--- config.mk ---
export PLATFORM = sky130hd
export DESIGN_NAME = mem_access
export DESIGN_NICKNAME = d
export VERILOG_FILES = /design/src/rtl/mem_access.sv
export SDC_FILE = /design/constraint.sdc
export NUM_CORES = 1
export LEC_CHECK = 0
export CORE_MARGIN = 10
export CORE_UTILIZATION = 55
export CTS_CLUSTER_DIAMETER = 120
export DETAILED_ROUTE_END_ITERATION = 16
export DONT_BUFFER_PORTS = 1
export PLACE_DENSITY = 0.67
export SYNTH_ARGS = -nofsm -noshare
export SYNTH_HDL_FRONTEND = slang
export SYNTH_SLANG_ARGS = --single-unit
--- constraint.sdc ---
create_clock -name clk -period 2.8 [get_ports clk]
set_input_delay 0.56 -clock clk [delete_from_list [all_inputs] [get_ports clk]]
set_output_delay 0.56 -clock clk [all_outputs]
set_load 0.01 [all_outputs]
--- src/rtl/mem_access.sv ---
// -----------------------------------------------------------------------------
// mem_access -- memory stage sitting directly behind execute.
//
// Non-memory instructions pass straight through to a one-cycle write-back
// beat. Loads and stores run one access at a time on a request/ready data
// bus; `busy` holds upstream while that access is in flight. An access that
// sees no `mem_ready` for TIMEOUT cycles is aborted with `bus_error`.
//
// Optional build macro: MEM_MISALIGN_TRAP_EN
//   defined   : misaligned half/word accesses skip the bus and return a
//               bus_error write-back beat on the next edge.
//   undefined : low offset bits are ignored for alignment; no alignment error.
//
// Parameters
//   TIMEOUT : cycles mem_req may stay high without mem_ready (>= 1)
//   ADDR_W  : bus address width
//
// Ports
//   clk, reset              : clock, synchronous active-high reset
//   in_valid                : execute output valid
//   is_load, is_store       : memory operation flags (store wins if both)
//   func3                   : access size / sign
//   result                  : ALU result or effective address
//   store_data              : rs2 value for stores
//   dest_i                  : destination register
//   busy                    : stage cannot accept this cycle
//   mem_req/we/addr/wdata/wstrb, mem_ready, mem_rdata : data bus
//   wb_valid, wb_dest, wb_data : one-cycle write-back beat
//   bus_error               : one-cycle pulse on timeout (or misalign trap)
// -----------------------------------------------------------------------------
module mem_access #(
  parameter int TIMEOUT = 16,
  parameter int ADDR_W  = 32
) (
  input  logic              clk,
  input  logic              reset,
  input  logic              in_valid,
  input  logic              is_load,
  input  logic              is_store,
  input  logic [2:0]        func3,
  input  logic [31:0]       result,
  input  logic [31:0]       store_data,
  input  logic [4:0]        dest_i,
  output logic              busy,
  output logic              mem_req,
  output logic              mem_we,
  output logic [ADDR_W-1:0] mem_addr,
  output logic [31:0]       mem_wdata,
  output logic [3:0]        mem_wstrb,
  input  logic              mem_ready,
  input  logic [31:0]       mem_rdata,
  output logic              wb_valid,
  output logic [4:0]        wb_dest,
  output logic [31:0]       wb_data,
  output logic              bus_error
);

  localparam logic [0:0] IDLE   = 1'b0;
  localparam logic [0:0] ACCESS = 1'b1;

  localparam int CNT_W = (TIMEOUT > 1) ? $clog2(TIMEOUT) : 1;
  localparam logic [CNT_W-1:0] CNT_LAST = CNT_W'(TIMEOUT - 1);

  logic [0:0]       state;
  logic [CNT_W-1:0] cnt_p1;
  logic [1:0]       off_p1;
  logic [2:0]       func3_p1;
  logic [4:0]       dest_p1;
  logic             accept;
  logic             is_mem;
  logic             trap;

  // Byte enables for a store of the given size at the given byte offset.
  function automatic logic [3:0] lane_strb(input logic [2:0] f3, input logic [1:0] off);
    case (f3[1:0])
      2'b00:   return 4'b0001 << off;
      2'b01:   return 4'b0011 << {off[1], 1'b0};
      default: return 4'b1111;
    endcase
  endfunction

  // Replicate the store value across every lane it could occupy.
  function automatic logic [31:0] lane_wdata(input logic [2:0] f3, input logic [31:0] sdata);
    case (f3[1:0])
      2'b00:   return {4{sdata[7:0]}};
      2'b01:   return {2{sdata[15:0]}};
      default: return sdata;
    endcase
  endfunction

  // Pull the addressed byte/half out of the read word and extend it.
  function automatic logic [31:0] load_extract(input logic [2:0] f3, input logic [1:0] off,
                                               input logic [31:0] rdata);
    logic [31:0] shifted;
    logic [7:0]  b;
    logic [15:0] h;
    shifted = rdata >> {off, 3'b000};
    b       = shifted[7:0];
    h       = off[1] ? rdata[31:16] : rdata[15:0];
    case (f3)
      3'b000:  return {{24{b[7]}}, b};
      3'b001:  return {{16{h[15]}}, h};
      3'b100:  return {24'h0, b};
      3'b101:  return {16'h0, h};
      default: return rdata;
    endcase
  endfunction

`ifdef MEM_MISALIGN_TRAP_EN
  function automatic logic misaligned(input logic [2:0] f3, input logic [1:0] off);
    return ((f3[1:0] == 2'b01) && off[0]) || (f3[1] && (off != 2'b00));
  endfunction

  assign trap = misaligned(func3, result[1:0]);
`else
  assign trap = 1'b0;
`endif

  assign busy   = (state == ACCESS);
  assign accept = in_valid && !busy;
  assign is_mem = is_load || is_store;

  // Accept/issue stage (IDLE) and bus completion stage (ACCESS)
  always_ff @(posedge clk) begin
    if (reset) begin
      state     <= IDLE;
      cnt_p1    <= '0;
      off_p1    <= '0;
      func3_p1  <= '0;
      dest_p1   <= '0;
      mem_req   <= 1'b0;
      mem_we    <= 1'b0;
      mem_addr  <= '0;
      mem_wdata <= '0;
      mem_wstrb <= '0;
      wb_valid  <= 1'b0;
      wb_dest   <= '0;
      wb_data   <= '0;
      bus_error <= 1'b0;
    end else begin
      wb_valid  <= 1'b0;
      bus_error <= 1'b0;
      case (state)
        IDLE: begin
          if (accept) begin
            if (!is_mem) begin
              wb_valid <= 1'b1;
              wb_dest  <= dest_i;
              wb_data  <= result;
            end else if (trap) begin
              wb_valid  <= 1'b1;
              bus_error <= 1'b1;
              wb_dest   <= '0;
              wb_data   <= '0;
            end else begin
              state     <= ACCESS;
              cnt_p1    <= '0;
              off_p1    <= result[1:0];
              func3_p1  <= func3;
              dest_p1   <= dest_i;
              mem_req   <= 1'b1;
              mem_we    <= is_store;
              mem_addr  <= ADDR_W'({result[31:2], 2'b00});
              mem_wdata <= is_store ? lane_wdata(func3, store_data) : 32'h0;
              mem_wstrb <= is_store ? lane_strb(func3, result[1:0]) : 4'b0000;
            end
          end
        end
        ACCESS: begin
          if (mem_ready) begin
            state     <= IDLE;
            mem_req   <= 1'b0;
            mem_we    <= 1'b0;
            mem_wstrb <= 4'b0000;
            wb_valid  <= 1'b1;
            if (mem_we) begin
              wb_dest <= '0;
              wb_data <= '0;
            end else begin
              wb_dest <= dest_p1;
              wb_data <= load_extract(func3_p1, off_p1, mem_rdata);
            end
          end else if (cnt_p1 == CNT_LAST) begin
            // No ready within TIMEOUT cycles of request: abandon the access.
            state     <= IDLE;
            mem_req   <= 1'b0;
            mem_we    <= 1'b0;
            mem_wstrb <= 4'b0000;
            wb_valid  <= 1'b1;
            bus_error <= 1'b1;
            wb_dest   <= '0;
            wb_data   <= '0;
          end else begin
            cnt_p1 <= cnt_p1 + 1'b1;
          end
        end
        default: state <= IDLE;
      endcase
    end
  end

endmodule
## Word-level counts from Yosys, hierarchy flattened

Index checks and enable logic that the tools add are counted.

- Bits of input ports: 110
- Output and inout bits: 110
- Logic and storage cells: 87
- Flip-flop bits (word level): 122

- Eq/ne operators: 11
- $add $sub $neg: 1
- Multiplexer cells: 48
- Bitwise gates (word level): 1
- Shifts and indexed selects: 3
- Reduce and logical (&&, ||, !) cells: 9

Operators by type and width:

| kind | number |
|---|---|
| 2-to-1 mux 32 bit | 6 |
| one-hot mux 32 bit (2 select lines) | 2 |
| one-hot mux 32 bit (4 select lines) | 1 |
| 2-to-1 mux 4 bit | 9 |
| >> shifter 32 x 5 -> 8 bit | 1 |
| 2-to-1 mux 5 bit | 5 |
| one-hot mux 4 bit (2 select lines) | 3 |
| 2-to-1 mux 16 bit | 1 |
| 2-to-1 mux 1 bit | 15 |
| inequality test 2 bit, second input constant | 5 |
| one-hot mux 1 bit (2 select lines) | 5 |
| one-hot mux 5 bit (2 select lines) | 1 |
| AND reduction 3 bit | 3 |
| equality test 3 bit, second input constant | 2 |
| adder 4 x 1 -> 4 bit, second input constant | 1 |
| equality test 4 bit, second input constant | 1 |
| AND reduction 4 bit | 1 |
| left shift 1 x 2 -> 4 bit, first input constant | 1 |
| left shift 2 x 2 -> 4 bit, first input constant | 1 |
| equality test 3 x 1 -> 1 bit, second input constant | 1 |
| logical NOT 3 bit | 1 |
| inequality test 3 x 2 -> 1 bit, second input constant | 1 |
| equality test 2 x 1 -> 1 bit, second input constant | 1 |
| logical NOT 2 bit | 1 |
| 4 further kinds | 4 |

## Depth between registers and ports, before layout

Gate-level depths: netlist of the first run.

- Word-level depth: 6
- Mapped depth: 7
- Gate-level depth less buffers: 5

## Worst setup path before layout of the first run

Ideal clock, no wire load.

- Path type: input port to flip-flop
- Start: input mem_rdata[31]
- End: register wb_data[10]
- Setup slack: 1.072 ns
- Buffers on the path: 0
- Required time: 2.678 ns
- Stages: 4
- Setup time: 0.122 ns
- Data arrival time: 1.606 ns
- Cells stage by stage: mux4_2 a21oi_2 nor4_1 a221o_1

- Longest elaborated chain between the ends: 5

RTL lines:

| element | RTL line | RTL |
|---|---|---|
| start, declared | 51 | `input logic [31:0] mem_rdata,` |
| >> shifter 32 x 5 -> 8 bit | 97 | `shifted = rdata >> {off, 3'b000};` |
| one-hot mux 32 bit (4 select lines) | 100 | `case (f3)` |
| 2-to-1 mux 32 bit | 176 | `if (mem_we) begin` |
| 2-to-1 mux 32 bit | 170 | `if (mem_ready) begin` |
| one-hot mux 32 bit (2 select lines) | 143 | `case (state)` |
| end signal, assigned | 149 | `wb_data <= result;` |
| end signal, assigned | 181 | `wb_data <= load_extract(func3_p1, off_p1, mem_rdata);` |
| end, declared | 54 | `output logic [31:0] wb_data,` |

No other way between the ends.
A chain may end at the register's enable or synchronous reset.

## Worst setup path after layout of the first run

- Start: register state, in the netlist busy
- End: register wb_data[11]

- Longest elaborated chain between the ends: 4
- Elaborated cells between the ends (all ways): 8
- Those cells by class: 3 x eq/ne; 1 x mux; 1 x bitwise; 3 x reduce/logical

RTL lines:

| element | RTL line | RTL |
|---|---|---|
| start, declared | 64 | `logic [0:0] state;` |
| start signal, assigned | 126 | `state <= IDLE;` |
| start signal, assigned | 156 | `state <= ACCESS;` |
| start signal, assigned | 171 | `state <= IDLE;` |
| logical NOT 1 bit | 120 | `assign accept = in_valid && !busy;` |
| logical AND 1 bit | 120 |  |
| inequality test 2 bit (no line) | n/a |  |
| AND reduction 3 bit (no line) | n/a |  |

Parallel ways exist; a longest one is shown, timed or not.

==> impl_metrics.toml, run 1 <==
[run_status]
status = "completed"

[floorplan]
ioPinCount = 220
die-height_um = 119
placementRows = 36
core-area_um2 = 9680
die-area_um2 = 14200
start_util = 0.561
die_w_um = 119

[flow_run]
drv_cap = 0

[detailed_routing]
vias = 4699
drcViolationCount = 0
drtIter0Drc = 514
dr.pass1.iters = 6
drt-total-wl_um = 17700
wl_per_cell_um = 23.7
via_per_inst = 6.30
antenna_left = 0

[cells_and_area]
nFillCells = 877
most-common-layout-cells = "122 x dfxtp_1, 96 x nand2_1, 93 x a21oi_1, 42 x nor2_1, 27 x o2bb2ai_1"
fin_nets = 711
final_common_cell = "dfxtp_1"
area_delta_synth_final_pct = 10.8
multi_input_area_um2 = 2720
post-route-util = 0.621
regArea_um2 = 2440
drive_above_1_share = 0.122
antenna_cells = 0

[clocking]
cts_buffers = 17
clk_pin_slew_ns = 0.06
htree_levels = 4
clkLatencyLatePin_ns = 0.52
ctsResizeCount = 0
cts_sinks = 122
ctsHoldBuffers = 0
clockRootBuffer = "clkbuf_8"
ctsLongestPathBuffers = 2
post-cts-setup-buffers = 0
cts_tree = "yes"

[grt]
grt_max_degree = 88
grt-ovfl-total = 0
grt_pass1_vias = 4510
grt_pass1_wl_um = 26800
antenna_found_initial = 0
grtUsageTotal = 0.240

[synth]
yosysTopAreaCellShare = 0.450
synth_top_cell_by_area = "dfxtp_1"
synth_cell_types = 47
synth_edf_count = 0
syn-mean-instance-area_um2 = 8.71
ys_seq_area_frac = 0.450
synth_warnings = 0
ys_ff_latch = 122
synth_async_sr_flop_share = 0
synth_ff_type = "dfxtp_1"
syn_area_um2 = 5430
synthTopCellsByArea = "dfxtp_1 45%, a21oi_1 8.6%, nand2_1 6.6%, o2bb2ai_1 4.4%, mux2i_1 3.5%"
syn_inst = 623

[critical_path]
path_class = "register to register"
cp_data_required_time_ns = 3.24
cp.arrival_ns = 2.48
cp_max_fo = 19
critPathCaptureType = "register"
cp-start-kind = "register"

[sta]
tns_ns = 0
hold_viol_final = 0
rsz0062_at_grt = "false"
slew_headroom = 0.501
worstMarginPinSlew_ns = 0.748
fin_crit_ns = 2.03
period_share = 0.726
holdWs_ns = 0.104
skew_ns = 0.00689
fmax_mhz = 492
report.final.slew_viol_count = 0
setup_viol = 0

[power]
p_per_area_nw_per_um2 = 732
leakage_nw = 2.15
ir_drop_v = 0.000392

[placement]
port_buffers = 0
dpl.hpwl_um = 13200
routabilityCongestion = 1.02

[hold_path]
hp-class = "input pin to register"
==> worst paths after layout <==
kind              startpoint          end  slack [ns]  depth (start not counted)
setup / recovery        busy  wb_data[11]        0.77                          4
hold / removal         reset      mem_req        0.10                          1
setup reg to reg        busy  wb_data[11]        0.77                          4
hold reg to reg   dest_p1[1]   dest_p1[1]        0.45                          2
==> logic make-up (layout without fill, tap and decap cells) <==
kind of cell | after synthesis | count (layout) | synth area share
other cells | 1 | 2 | 0.000691
flops | 122 | 122 | 0.450
mux | 29 | 29 | 0.0578
simple gates | 186 | 186 | 0.148
fa+ha+maj | 1 | 1 | 0.00230
buf+inv | 68 | 57 | 0.0549
compound gates | 216 | 216 | 0.286
==> power breakdown <==
| group | total, mW | internal [mW] | switching [mW] |
|---|---|---|---|
| combinational | 0.440 | 0.184 | 0.256 |
| sequential | 2.01 | 1.85 | 0.153 |
| clock | 1.95 | 1.13 | 0.820 |
==> flip-flops by register name, summed over array words and instances (netlist names) <==
register	count
mem_wstrb	4
bus_error	1
wb_valid	1
cnt_p1	4
mem_addr	30
func3_p1	3
wb_data	32
off_p1	2
mem_wdata	32
mem_req	1
dest_p1	5
wb_dest	5
busy	1
mem_we	1
==> cell usage after synthesis, drive strengths merged, types with 14 or more instances <==
| library cell | n |
|---|---|
| clkbuf | 37 |
| buf | 17 |
| a21oi | 94 |
| o2bb2ai | 27 |
| nor2b | 18 |
| nor2 | 44 |
| mux2i | 19 |
| dfxtp | 122 |
| o21ai | 17 |
| nand2 | 96 |
| inv | 14 |
| o32ai | 20 |
==> stage by stage <==
step                      setup slack, ns  instance area (µm²)  power, mW  cells
after floorplan                      1.07                 5430       2.38    624
after global placement              0.825                 5480       2.47    714
after detailed placement            0.773                 5480       2.49    714
after CTS                           0.774                 6010       4.43    746
after global routing                0.607                 6010       4.57    746
final                               0.766                 6010       4.40    746
==> metal layers <==
layer | up-vias | part of all wire | global-route usage
li1 | 2195 | - | -
met1 | 2211 | 0.36 | 0.267
met4 | 0 | 0.027 | 0.0988
met3 | 36 | 0.13 | 0.110
met5 | - | 0 | 0
met2 | 257 | 0.49 | 0.392
==> final cells by class <==
type                    count  area share
clock buffers              19      0.0734
repair buffers             11      0.0158
clock inverters            13      0.0160
inverters                  14     0.00874
well taps                 133      0.0277
multi-input cells         434       0.452
flip-flops and latches    122       0.406
==> critical path, stage by stage (launching register included) <==
cell	delay (ns)
dfxtp_1	0.58
and3b_1	0.66
o21ai_0	0.18
or3_1	0.35
a211oi_2	0.17
No activity file was read; power rests on OpenSTA's default activity.
==> run 2: changes to the inputs <==
==> constraint.sdc (replaced) <==
create_clock -name clk -period 1.94 [get_ports clk]
set_input_delay 0.388 -clock clk [delete_from_list [all_inputs] [get_ports clk]]
set_output_delay 0.388 -clock clk [all_outputs]
set_load 0.01 [all_outputs]
==> run 2 against run 1 <==
Register-to-register slack worse by 0.70 ns. Wire length grew 3.9%. Global-route usage is 0.064 points lower. Clock skew down 0.0012 ns. Critical path type unchanged. Largest cell class unchanged. Largest power group is now clock.
==> impl_metrics.toml, run 2 (synthesized netlist as in run 1, its figures left out) <==
[run_status]
status = "completed"

[power]
ir_drop_v = 0.000510
leakage_nw = 2.39
p_per_area_nw_per_um2 = 1040

[floorplan]
ioPinCount = 220
die-height_um = 119
placementRows = 36
core-area_um2 = 9680
die-area_um2 = 14200
start_util = 0.561
die_w_um = 119

[critical_path]
r2r-start = "cnt_p1[0]"
slowest_stage = "dfxtp_1"
cp_max_fo = 16
reg2reg_slack_ns = 0.07
crit_chain = "ha_1 -> a31o_2 -> a22oi_2 -> buf_4 -> clkbuf_16 -> a21oi_1 -> o32ai_2"
cp-start-kind = "register"
path_class = "register to register"
crit_start = "cnt_p1[0]"
worst_r2r_endpoint = "wb_data[29]"
reg2regPathDepth = 7
cp_data_required_time_ns = 2.36
critPathCaptureType = "register"
max_stage_delay_ns = 0.33
cp.arrival_ns = 2.29

[clocking]
cts_sinks = 122
cts_tree = "yes"
clk_pin_slew_ns = 0.06
clockRootBuffer = "clkbuf_8"
htree_levels = 4
ctsLongestPathBuffers = 2
clkLatencyLatePin_ns = 0.52
cts_buffers = 17

[hold_path]
min_path_cells = 2
hp-class = "input pin to register"
worstHoldStart = "result[14]"
min_to = "mem_addr[14]"

[cells_and_area]
area_delta_synth_final_pct = 20.1
antenna_cells = 0
post-route-util = 0.673
final_common_cell = "dfxtp_1"
most-common-layout-cells = "121 x dfxtp_1, 96 x nand2_1, 93 x a21oi_1, 42 x nor2_1, 30 x dlygate4sd3_1"
drive_above_1_share = 0.130
top_regs = "mem_wdata (32), wb_data (32), mem_addr (30)"
fin_nets = 752

[detailed_routing]
drcViolationCount = 0
drt-total-wl_um = 18400
vias = 4955
antenna_left = 0
dr.pass1.iters = 5
drtIter0Drc = 503
wl_per_cell_um = 23.3
via_per_inst = 6.30

[flow_run]
drv_cap = 0

[sta]
slew_headroom = 0.246
worstMarginPinSlew_ns = 1.13
hold_viol_final = 0
tns_ns = 0
period_share = 0.965
rsz0062_at_grt = "false"
report.final.slew_viol_count = 0
skew_ns = 0.00573
fmax_mhz = 534
fin_crit_ns = 1.87
setup_viol = 0

[grt]
grt_max_degree = 88
grt_pass1_wl_um = 27100
grt-ovfl-total = 0
antenna_found_initial = 0
grtUsageTotal = 0.240
grt_pass1_vias = 4628

[placement]
port_buffers = 0
dpl.hpwl_um = 12800
routabilityCongestion = 0.901
-- run 2: how the worst max path moves through the flow --
stage             endpoint  depth (start not counted)
6_report       wb_data[29]                          7
5_1_grt        wb_data[30]                          7
4_1_cts               busy                          4
3_5_place_dp   wb_data[30]                          5
3_3_place_gp    wb_data[9]                          6
2_1_floorplan  wb_data[18]                          7
-- run 2: cell type report --
cell class	count	area, µm²
fill	830	3160
sequential	122	2440
clock inverter	11	146
clock buffer	21	439
timing repair buffer	52	541
tap	133	166
inverter	14	52.6
multi-input combinational	434	2730
-- run 2: metrics by stage --
stage | cell area, µm² | power, mW | worst slack (ns) | std cells | hold WS, ns
4_1_cts | 6300 | 6.72 | 0.0484 | 769 | -0.0783
3_3_place_gp | 5560 | 3.58 | 0.170 | 722 | 0.436
3_5_place_dp | 5560 | 3.60 | 0.114 | 722 | 0.447
2_1_floorplan | 5430 | 3.44 | 0.251 | 624 | 0.436
5_1_grt | 6520 | 7.01 | 0.00261 | 787 | 0.00107
6_report | 6520 | 6.76 | 0.0679 | 787 | 0.00376
-- run 2: power by group --
group / internal, mW / total (mW) / switching, mW
combinational: 0.342 / 0.769 / 0.427
clock: 1.99 / 3.09 / 1.11
sequential: 2.68 / 2.89 / 0.214
total: 5.01 / 6.76 / 1.75
-- run 2: critical path, delay by kind of cell (launching register included) --
family                   cells  cell delay, ns
flip-flops                   1            0.33
adder cells (fa/ha/maj)      1            0.24
buffers and inverters        2            0.35
AO/OA/AOI/OAI                4            0.86
-- run 2: repair_timing --
action	CTS	global route
gates resized for setup	0	3
hold buffers	15	16
hold endpoints to repair	92	72
setup buffers	0	1
setup endpoints to repair	0	3
-- run 2: routing by layer --
layer  GRT usage  vias to the layer above  wire length, µm
met2       0.401                      265             8960
met5           0                        -                0
met1       0.264                     2350             6720
met4      0.0777                        0              418
li1            -                     2294                -
met3       0.113                       46             2260
==> run 3: changes to the inputs <==
--- a/config.mk
+++ b/config.mk
@@ -11,6 +11,7 @@
 export DETAILED_ROUTE_END_ITERATION = 16
 export DONT_BUFFER_PORTS = 1
 export PLACE_DENSITY = 0.67
+export SETUP_SLACK_MARGIN = 0.1
 export SYNTH_ARGS = -nofsm -noshare
 export SYNTH_HDL_FRONTEND = slang
 export SYNTH_SLANG_ARGS = --single-unit
==> constraint.sdc (replaced) <==
create_clock -name clk -period 1.8 [get_ports clk]
set_input_delay 0.36 -clock clk [delete_from_list [all_inputs] [get_ports clk]]
set_output_delay 0.36 -clock clk [all_outputs]
set_load 0.01 [all_outputs]
==> run 3 against run 2 <==
The run now ends with negative hold slack left. Critical path type unchanged. First-iteration DRC count is 2.8% higher. Non-clock buffer count is 7 higher. Critical endpoint is now wb_data[10]. Count of clock-buffer cells in the layout is 3 higher. Maximum frequency is 6.4% higher. Utilization is 3.4 points higher. Worst setup slack worse by 0.028 ns. Critical path depth stayed put. Total power is 11% higher. Highest routed layer unchanged.
==> impl_metrics.toml, run 3 (synthesized netlist as in run 1, its figures left out) <==
[detailed_routing]
antenna_left = 0
vias = 5111
drcViolationCount = 0
via_per_inst = 6.44
drt-total-wl_um = 19500
dr.pass1.iters = 5
wl_per_cell_um = 24.5
drtIter0Drc = 517

[sta]
finalWorstSetupSlack_ns = 0.0398
skew_ns = 0.0121
period_share = 0.978
holdWs_ns = -0.0808
slew_headroom = 0.535
rsz0062_at_grt = "true"
worstMarginPinSlew_ns = 0.697
setup_viol = 0
report.final.slew_viol_count = 0
hold_viol_final = 64
fin_crit_ns = 1.76
fmax_mhz = 568

[critical_path]
critPathCaptureType = "register"
cp_max_fo = 8
path_class = "register to register"
max_stage_delay_ns = 0.34
reg2reg_slack_ns = 0.04
cp_data_required_time_ns = 2.21
cp_num_buf_inv = 2
crit_chain = "ha_4 -> a31o_4 -> a22oi_2 -> buf_6 -> buf_12 -> mux2i_1 -> a221o_1"
cp.arrival_ns = 2.17
cp_top_family = "compound AO/OA/AOI/OAI gates"
cp-start-kind = "register"
slowest_stage = "dfxtp_2"

[clocking]
ctsLongestPathBuffers = 2
cts_sinks = 122
clk_pin_slew_ns = 0.06
clkLatencyLatePin_ns = 0.53
cts_buffers = 17
cts_tree = "yes"
ctsHoldBuffers = 27
htree_levels = 4
clockRootBuffer = "clkbuf_8"

[hold_path]
hp-class = "input pin to register"

[grt]
met3_usage = 0.107
grt_busiest_layer = "met2"
grt-ovfl-total = 0
grtUsageTotal = 0.251
grt_use_met2 = 0.414
grt_pass1_wl_um = 28400
grt_max_degree = 89
antenna_found_initial = 0
grt_pass1_vias = 4924
gr-usage-met1 = 0.273

[floorplan]
die-height_um = 119
start_util = 0.561
die-area_um2 = 14200
placementRows = 36
die_w_um = 119
core-area_um2 = 9680
ioPinCount = 220

[cells_and_area]
drive_above_1_share = 0.210
nFillCells = 738
top_regs = "mem_wdata (32), wb_data (32), mem_addr (30)"
fin_area_um2 = 6850
fin_nets = 760
final_common_cell = "dfxtp_1"
most-common-layout-cells = "117 x dfxtp_1, 96 x nand2_1, 85 x a21oi_1, 27 x o2bb2ai_1, 27 x dlygate4sd3_1"
post-route-util = 0.708
antenna_cells = 0
area_delta_synth_final_pct = 26.3

[run_status]
violations = "negative hold slack"
status = "finished, violations left"

[placement]
pre_cts_ws_ns = -0.00887
dpl.hpwl_um = 13100
placed_cell_area_um2 = 5610
port_buffers = 0
routabilityCongestion = 0.927

[flow_run]
drv_cap = 0

[power]
leakage_nw = 2.49
p_per_area_nw_per_um2 = 1090
ir_drop_v = 0.000619
## run 3: changes by cell type in the layout (fill, tap and decap cells not counted), sizes merged
cell         previous run  this run
buf                    21        30
dlygate4sd3            30        27
clkinvlp                2         0
clkinv                  6         4
a211o                   1         2
clkbuf                 22        26
## run 3: per-stage QoR
| step | setup TNS, ns | total power [mW] | instances | hold WS (ns) |
|---|---|---|---|---|
| after global placement | 0 | 3.87 | 727 | 0.436 |
| after global routing | -0.0362 | 7.72 | 794 | -0.0962 |
| after CTS | 0 | 7.39 | 789 | -0.0989 |
| final | 0 | 7.48 | 794 | -0.0808 |
| after detailed placement | -0.00887 | 3.90 | 727 | 0.441 |
| after floorplan | 0 | 3.71 | 624 | 0.436 |
## run 3: per-layer routing
layer,up-vias,part of all wire,wire [µm]
met1,2443,0.35,6870
met4,0,0.036,710
li1,2303,-,-
met3,58,0.12,2380
met2,307,0.49,9490
met5,-,0,0
## run 3: cell type report
type                            count  area (µm²)  share of cell area
Multi-Input combinational cell    435        2960               0.431
Sequential cell                   122        2450               0.358
Timing Repair Buffer               59         634              0.0926
Clock buffer                       24         480              0.0701
Tap cell                          133         166              0.0243
Clock inverter                      7         114              0.0166
Inverter                           14        52.6             0.00767
## run 3: final timing paths
path / start / to / depth (start not counted)
worst min-delay path: reset / cnt_p1[0] / 1
worst max register to register: cnt_p1[1] / wb_data[10] / 7
worst max-delay path: cnt_p1[1] / wb_data[10] / 7
worst min register to register: dest_p1[4] / dest_p1[4] / 2
## run 3: worst register-to-register path: stages (launching register included)
cell     delay [ns]
dfxtp_2        0.34
ha_4           0.17
a31o_4         0.24
a22oi_2        0.24
buf_6          0.17
buf_12         0.14
mux2i_1        0.08
a221o_1        0.27
## run 3: what timing repair did
item	4_1_cts	5_1_grt
setup endpoints to repair	27	39
cloned	2	2
hold endpoints to repair	106	80
pin swaps	3	21
gates resized for setup	7	56
buffers inserted	2	3
## run 3: report_power, final
group | switching, mW | total (mW) | leakage, nW | internal, mW
clock | 1.19 | 3.44 | 0.295 | 2.24
sequential | 0.239 | 3.12 | 1.00 | 2.89
combinational | 0.483 | 0.915 | 1.20 | 0.432
total | 1.91 | 7.48 | 2.49 | 5.56
